**src/rtl/mips_defs.sv**
```systemverilog
// Shared MIPS definitions: opcodes, functs, ALU op/control codes and
// the multicycle controller state encodings.
package mips_defs;

  // Opcodes (instr[31:26])
  localparam logic [5:0] OP_RTYPE = 6'b000000;
  localparam logic [5:0] OP_LW    = 6'b100011;
  localparam logic [5:0] OP_SW    = 6'b101011;
  localparam logic [5:0] OP_BEQ   = 6'b000100;
  localparam logic [5:0] OP_ADDI  = 6'b001000;
  localparam logic [5:0] OP_J     = 6'b000010;

  // R-type funct codes (instr[5:0])
  localparam logic [5:0] F_ADD = 6'b100000;
  localparam logic [5:0] F_SUB = 6'b100010;
  localparam logic [5:0] F_AND = 6'b100100;
  localparam logic [5:0] F_OR  = 6'b100101;
  localparam logic [5:0] F_SLT = 6'b101010;

  // Aluop codes from the main controller
  localparam logic [1:0] ALUOP_ADD   = 2'b00;
  localparam logic [1:0] ALUOP_SUB   = 2'b01;
  localparam logic [1:0] ALUOP_FUNCT = 2'b10;

  // Alucontrol codes into the ALU
  localparam logic [2:0] ALU_AND = 3'b000;
  localparam logic [2:0] ALU_OR  = 3'b001;
  localparam logic [2:0] ALU_ADD = 3'b010;
  localparam logic [2:0] ALU_SUB = 3'b110;
  localparam logic [2:0] ALU_SLT = 3'b111;

  // Multicycle controller states
  localparam logic [3:0] FETCH  = 4'd0;
  localparam logic [3:0] DECODE = 4'd1;
  localparam logic [3:0] MEMADR = 4'd2;
  localparam logic [3:0] MEMRD  = 4'd3;
  localparam logic [3:0] MEMWB  = 4'd4;
  localparam logic [3:0] MEMWR  = 4'd5;
  localparam logic [3:0] EXEC   = 4'd6;
  localparam logic [3:0] ALUWB  = 4'd7;
  localparam logic [3:0] BEQ    = 4'd8;
  localparam logic [3:0] ADDIEX = 4'd9;
  localparam logic [3:0] ADDIWB = 4'd10;
  localparam logic [3:0] JUMP   = 4'd11;

endpackage

```
**src/rtl/alu_decoder.sv**
```systemverilog
// ALU decoder: maps the controller Aluop and the R-type funct field onto
// the 3-bit ALU control code.
module alu_decoder
  import mips_defs::*;
(
  input  logic [5:0] funct,
  input  logic [1:0] aluop,
  output logic [2:0] alucontrol
);

  // Aluop selects add/sub directly or defers to funct for R-type
  always_comb begin
    alucontrol = ALU_ADD;
    case (aluop)
      ALUOP_ADD: alucontrol = ALU_ADD;
      ALUOP_SUB: alucontrol = ALU_SUB;
      ALUOP_FUNCT: begin
        case (funct)
          F_ADD:   alucontrol = ALU_ADD;
          F_SUB:   alucontrol = ALU_SUB;
          F_AND:   alucontrol = ALU_AND;
          F_OR:    alucontrol = ALU_OR;
          F_SLT:   alucontrol = ALU_SLT;
          default: alucontrol = ALU_ADD;
        endcase
      end
      default: alucontrol = ALU_ADD;
    endcase
  end

endmodule

```
**src/rtl/mc_controller.sv**
```systemverilog
// Multicycle MIPS control unit: one state per clock through fetch, decode,
// execute, memory and writeback, stalling on the memory-ready handshake.
module mc_controller
  import mips_defs::*;
#(
  parameter logic [3:0] RESET_STATE = FETCH
) (
  input  logic       clk,
  input  logic       rst_n,
  input  logic [5:0] op,
  input  logic [5:0] funct,
  input  logic       zero,
  input  logic       mem_ready,
  output logic       pc_en,
  output logic       iord,
  output logic       irwrite,
  output logic       mem_req,
  output logic       memwrite,
  output logic       memtoreg,
  output logic       regdst,
  output logic       regwrite,
  output logic       alusrca,
  output logic [1:0] alusrcb,
  output logic [1:0] pcsrc,
  output logic [2:0] Alucontrol,
  output logic       illegal_op,
  output logic [3:0] state_o
);

  logic [3:0] state, state_next;
  logic [1:0] aluop;
  logic       op_legal;
  logic       pc_en_raw, irwrite_raw, mem_req_raw, memwrite_raw, regwrite_raw;

  // State register; reset abandons any instruction in flight
  always_ff @(posedge clk or negedge rst_n) begin
    if (!rst_n) state <= RESET_STATE;
    else        state <= state_next;
  end

  // Opcode legality check used by DECODE
  always_comb begin
    case (op)
      OP_RTYPE, OP_LW, OP_SW, OP_BEQ, OP_ADDI, OP_J: op_legal = 1'b1;
      default:                                      op_legal = 1'b0;
    endcase
  end

  // Next-state logic; mem_ready only matters in states that request memory
  always_comb begin
    state_next = state;
    case (state)
      FETCH:  if (mem_ready) state_next = DECODE;
      DECODE: begin
        case (op)
          OP_RTYPE:     state_next = EXEC;
          OP_LW, OP_SW: state_next = MEMADR;
          OP_BEQ:       state_next = BEQ;
          OP_ADDI:      state_next = ADDIEX;
          OP_J:         state_next = JUMP;
          default:      state_next = FETCH;
        endcase
      end
      MEMADR: state_next = (op == OP_SW) ? MEMWR : MEMRD;
      MEMRD:  if (mem_ready) state_next = MEMWB;
      MEMWR:  if (mem_ready) state_next = FETCH;
      EXEC:   state_next = ALUWB;
      ADDIEX: state_next = ADDIWB;
      MEMWB, ALUWB, BEQ, ADDIWB, JUMP: state_next = FETCH;
      default: state_next = FETCH;
    endcase
  end

  // Moore output decode, with pc_en gated by zero and fetch strobes by mem_ready
  always_comb begin
    pc_en_raw    = 1'b0;
    iord         = 1'b0;
    irwrite_raw  = 1'b0;
    mem_req_raw  = 1'b0;
    memwrite_raw = 1'b0;
    memtoreg     = 1'b0;
    regdst       = 1'b0;
    regwrite_raw = 1'b0;
    alusrca      = 1'b0;
    alusrcb      = 2'b00;
    pcsrc        = 2'b00;
    aluop        = ALUOP_ADD;
    illegal_op   = 1'b0;
    case (state)
      FETCH: begin
        mem_req_raw = 1'b1;
        alusrcb     = 2'b01;
        irwrite_raw = mem_ready;
        pc_en_raw   = mem_ready;
      end
      DECODE: begin
        alusrcb    = 2'b11;
        illegal_op = ~op_legal;
      end
      MEMADR, ADDIEX: begin
        alusrca = 1'b1;
        alusrcb = 2'b10;
      end
      MEMRD: begin
        mem_req_raw = 1'b1;
        iord        = 1'b1;
      end
      MEMWB: begin
        regwrite_raw = 1'b1;
        memtoreg     = 1'b1;
      end
      MEMWR: begin
        mem_req_raw  = 1'b1;
        iord         = 1'b1;
        memwrite_raw = 1'b1;
      end
      EXEC: begin
        alusrca = 1'b1;
        aluop   = ALUOP_FUNCT;
      end
      ALUWB: begin
        regwrite_raw = 1'b1;
        regdst       = 1'b1;
      end
      BEQ: begin
        alusrca   = 1'b1;
        aluop     = ALUOP_SUB;
        pcsrc     = 2'b01;
        pc_en_raw = zero;
      end
      ADDIWB: regwrite_raw = 1'b1;
      JUMP: begin
        pcsrc     = 2'b10;
        pc_en_raw = 1'b1;
      end
      default: ;
    endcase
  end

  // Write enables are forced low for as long as reset is held, not just at the edge
  assign pc_en    = rst_n & pc_en_raw;
  assign irwrite  = rst_n & irwrite_raw;
  assign mem_req  = rst_n & mem_req_raw;
  assign memwrite = rst_n & memwrite_raw;
  assign regwrite = rst_n & regwrite_raw;
  assign state_o  = state;

  alu_decoder u_alu_decoder (
    .funct      (funct),
    .aluop      (aluop),
    .alucontrol (Alucontrol)
  );

endmodule

```
**config.mk**
```make
export PLATFORM = sky130hd
export DESIGN_NAME = mc_controller
export DESIGN_NICKNAME = d
export VERILOG_FILES = /design/src/rtl/mips_defs.sv /design/src/rtl/alu_decoder.sv /design/src/rtl/mc_controller.sv
export SDC_FILE = /design/constraint.sdc
export NUM_CORES = 1
export LEC_CHECK = 0
export BUFFER_PORTS_ARGS = -buffer_cell sky130_fd_sc_hd__buf_4
export CAP_MARGIN = 0
export CORE_AREA = 2 2 43 45
export DETAILED_ROUTE_END_ITERATION = 10
export DIE_AREA = 0 0 45 47
export PLACE_DENSITY = 0.8
export SLEW_MARGIN = 20
export SYNTH_ARGS = -nofsm -noshare
export SYNTH_HDL_FRONTEND = slang
export SYNTH_SLANG_ARGS = --single-unit
```
**constraint.sdc**
```tcl
create_clock -name clk -period 1.75 [get_ports clk]
set_input_delay 0.0875 -clock clk [delete_from_list [all_inputs] [get_ports clk]]
set_output_delay 0.0875 -clock clk [all_outputs]
set_load 0.05 [all_outputs]
```
# Yosys cells after proc, flatten, opt, wreduce, memory -nomap -nowiden
# Index checks and enable logic that the tools add are counted.
[classes]
eq_ne = 25
n_mux = 22
n_bitwise = 6
reduce_logical = 10
[op_table]
columns = ["operator", "n"]
rows = [
  ["6-bit == test (second input constant)", 6],
  ["4-bit one-hot mux with 7 select lines", 1],
  ["4-bit one-hot mux with 5 select lines", 1],
  ["4-bit by 3-bit == test with 1-bit output (second input constant)", 4],
  ["4-bit == test (second input constant)", 4],
  ["4-bit two-way mux", 3],
  ["3-bit one-hot mux with 4 select lines", 1],
  ["1-bit two-way mux", 10],
  ["4-bit by 2-bit == test with 1-bit output (second input constant)", 2],
  ["2-bit one-hot mux with 2 select lines", 2],
  ["6-bit by 2-bit == test with 1-bit output (second input constant)", 1],
  ["6-bit by 3-bit == test with 1-bit output (second input constant)", 1],
  ["6-bit by 4-bit == test with 1-bit output (second input constant)", 1],
  ["6-bit zero test", 1],
  ["2-bit != test (second input constant)", 3],
  ["2-bit one-hot mux with 3 select lines", 1],
  ["3-bit one-hot mux with 2 select lines", 1],
  ["2-bit OR reduction", 3],
  ["3-bit OR reduction", 2],
  ["6-bit OR reduction", 1],
  ["1-bit bitwise AND", 5],
  ["4-bit by 1-bit == test with 1-bit output (second input constant)", 1],
  ["4-bit zero test", 1],
  ["4-bit OR reduction", 1],
  ["6 further kinds", 6],
]
[word_totals]
regBits = 4
in_bits = 16
output_inout_bits = 21
wordCells = 64

# Longest topological paths before layout
[logic_depth]
word_depth = 5
ltp_mapped = 7
depth_no_buf = 6

# By module
# Synthesis repeated with hierarchy kept, for this count alone.
[unflattened]
cells_unflattened = 95
area_unflattened_um2 = 755.7
[modules_own_cells]
columns = ["module", "instances", "cells_per_inst", "area_per_inst_um2", "seq_area_each_um2"]
rows = [
  ["mc_controller", 1, 80, 636.9, 100.1],
  ["alu_decoder", 1, 15, 118.9, 0.0],
]

# Worst setup path before layout
# OpenSTA, ideal clock, no wires.
[synth_timing]
path_kind = "flip-flop to output port"
startpoint = "register state[1] (netlist: state_o[1])"
endpoint = "output port Alucontrol[2]"
t_arrival_ps = 2539
path_slack_ps = -876
path_stages_with_launch = 8
cell_sequence = "dfrtp_1 > buf_6 > clkbuf_1 > nor3_1 > inv_1 > ha_1 > nand3b_1 > o22ai_1"
[synth_via]
elab_chain_len = 4
word_cells_on_any_way = 6
classes_between = "eq/ne: 4; mux: 2"
[synth_lines]
columns = ["element", "line_no", "rtl"]
rows = [
  ["start: declaration", "mc_controller.sv:30", "logic [3:0] state, state_next;"],
  ["start signal: assignment", "mc_controller.sv:38", "else state <= state_next;"],
  ["4-bit == test / 4-bit by 3-bit == test with 1-bit output (equally long branches)", "mc_controller.sv:89", "case (state)"],
  ["2-bit one-hot mux with 2 select lines *", "mc_controller.sv:89", ""],
  ["2-bit == test / 2-bit by 1-bit == test with 1-bit output (equally long branches)", "alu_decoder.sv:14", "case (aluop)"],
  ["3-bit one-hot mux with 2 select lines *", "alu_decoder.sv:14", ""],
  ["end: declaration", "mc_controller.sv:25", "output logic [2:0] Alucontrol,"],
]
# Mark *: on every way between the ends. The rest lies on a longest branch, timed or not.

# Worst setup path in the final report
[layout_timing]
startpoint = "register state[0] (netlist: state_o[0])"
endpoint = "output port Alucontrol[2]"
# The elaborated chain is that of the path after synthesis.

==> metrics.txt <==
Post-synth EDFFs=0; min-delay src=mem_ready; post-route clock period utilization=110%; all-layer global routing usage=22.2%; fillers=approximately 130; number of synthesized register bits=4; # diodes=0; mean area per synthesized cell=between 7 and 8 um2; synth-to-layout area growth=81.5%; Pwr Density=approximately 1200 mW/mm2; YS warnings=0; WL per Instance=about 14 um; footprint of the multi-input gates=626 um2; Pre-Repair DR Iteration Count=5; initial antenna violation count=0; Synth area leader=dfrtp_1; ranking of synthesized cells by area=dfrtp_1 (15%), nor2_1 (6.1%), and3_1 (5.5%); post-layout util=around three quarters; Worst setup startpoint=state_o[0]$_DFFE_PN0P_; TNS Setup=-439 ps; Die Area=roughly 0.0021 mm2; critical path type=reg2out; violated checks=negative setup slack; CTS buffer count=3; Worst VDD drop=~0.0013 V; HP Class=in2reg; # IOs=37; Synth Flop Type=dfrtp_1; critical path arrival=1830 ps; critical path startpoint category=flip-flop; DRC Markers=0; Netlist cell types=between 40 and 50; Setup violations, final=3; instance count of the mapped netlist=95; Post-Syn Area=slightly below 700 um2; Slew HR=~74%; vias in the first global route=just over 800; die height=~47 um; Sink Count=4; final hold slack=80.0 ps; clock period minus worst slack=roughly 1900 ps; CTS root buf=clkbuf_4; Critical Path End Type=primary output; global-route wire length before repair=3.41 mm; top cell type's share of synthesized area=between 10% and 20%; starting density of the core=around 40%; largest net degree at the start of global routing=17; Syn Nets=roughly 110; routed vias=between 800 and 900; Largest register FFs=4; drt first-iter violations=12; f_max=~0.52 GHz; DP HPWL=1.56 mm; top-count cell post-synth=nor2_1; die width=approximately 45 um; Worst-Margin Slew=386 ps; final worst slack=-169 ps; post-synthesis sequential area ratio=between 10% and 20%; clock skew=~2.6 ps; maximum root-to-sink buffer count=2; layout cells sized above 1=between 50% and 60%; Post-layout nets=~160; number of port buffers=36; FF+latch area=roughly 110 um2; MaxCap Viol Count=0; cell leakage power=about 0.53 nW; final hold viol count=0; RSZ-0062 raised after global routing=true; CTS tree=done; status=finished with violations; grt ovf=0; clk slew on worst S/H paths=40 ps; htree depth=1; final slew viol count=0; vias per cell=5.60; GPL Wtd Cong=around 0.84; worst flop-to-flop path startpoint=state_o[2]$_DFFE_PN0P_; WL final=about 2.2 mm; ANT nets after route=0; top post-synthesis cells by count=nor2_1 (11), nor3_1 (7), and3_1 (6), inv_1 (6); Data required, critical path=around 1700 ps; asr flop ratio synth=100%; Core Region=0.00165 mm2; Clk Latency, worst-skew pair=~240 ps; Rows=15; maximum fanout along the worst path=3
-- power breakdown --
part           leakage [nW]  switching [W]  internal [W]
sequential           0.0476      0.0000352      0.000122
clock                0.0138      0.0000425     0.0000770
combinational         0.467       0.000752      0.000450
total                 0.529       0.000830      0.000649
-- worst paths after layout --
| check | end | slack, ps | cells past startpoint |
|---|---|---|---|
| min in group asynchronous | state_o[2]$_DFFE_PN0P_ | 200 | 2 |
| min reg2reg | state_o[0]$_DFFE_PN0P_ | 700 | 3 |
| min | state_o[2]$_DFFE_PN0P_ | 80 | 2 |
| max reg2reg | state_o[0]$_DFFE_PN0P_ | 390 | 6 |
| max in group asynchronous | state_o[1]$_DFFE_PN0P_ | 1410 | 2 |
| max | Alucontrol[2] | -170 | 6 |
-- logic make-up after synthesis --
group / after synthesis / share of synthesized area, %
AND/OR/NAND/NOR: 48 / 39.6
AO/OA/AOI/OAI: 23 / 23.5
buffers and inverters: 12 / 9.98
flip-flops: 4 / 14.8
XOR/XNOR: 3 / 3.88
multiplexers: 3 / 4.62
adder cells (fa/ha/maj): 2 / 3.70
-- timing repair --
action                                  CTS  global route
endpoints found under the setup margin    5             7
endpoints found under the hold margin     4             0
gates resized for setup                   8             9
hold buffers                              1             0
cloned                                    0             0
pin swaps                                 3             2
buffers inserted                          3             3
-- metal layers --
| metal | global-route usage [%] | wire, um | vias up |
|---|---|---|---|
| li1 | - | - | 440 |
| met1 | 24.0 | 799 | 415 |
| met2 | 40.6 | 1220 | 36 |
| met3 | 3.08 | 114 | 5 |
| met4 | 14.7 | 37 | 0 |
| met5 | 0 | 0 | - |
-- critical path: stages, from the launching register on --
cell and delay (ps):
dfrtp_2 410, nand2b_1 210, nor2_4 160, ha_4 230, nand3b_1 250, o22ai_4 140, buf_6 180
-- placed cells by master (no fill, tap or decap), types with 2 or more instances in the layout --
master / instances
nand2_1: 5
and3_1: 6
nor2_1: 7
nand2b_4: 2
nor3_2: 3
buf_6: 6
nor2_4: 3
nor3_1: 4
nand2b_1: 2
buf_4: 40
nand2b_2: 2
nor2b_1: 3
inv_2: 2
buf_8: 2
o21ai_1: 3
mux2i_1: 2
o211ai_1: 2
nor4_1: 2
clkbuf_4: 3
dfrtp_2: 4
a21oi_1: 2
a21oi_2: 2
inv_1: 5
o21ai_0: 4
-- through the flow --
step	worst slack, ps	cells	power [W]	instance area, um2
6_report	-169	160	0.00148	1230
5_1_grt	-240	160	0.00156	1230
3_3_place_gp	59.5	150	0.00125	1060
3_5_place_dp	14.3	150	0.00126	1060
2_1_floorplan	-264	95	0.000989	771
4_1_cts	-170	157	0.00142	1170
-- area by class of cell --
type                            count  area share [%]
Multi-Input combinational cell     79            50.9
Tap cell                           17            1.73
Sequential cell                     4            8.55
Inverter                            7            2.14
Clock buffer                        3            1.83
Timing Repair Buffer               50            34.8
Power figures use the tool's default switching activity.
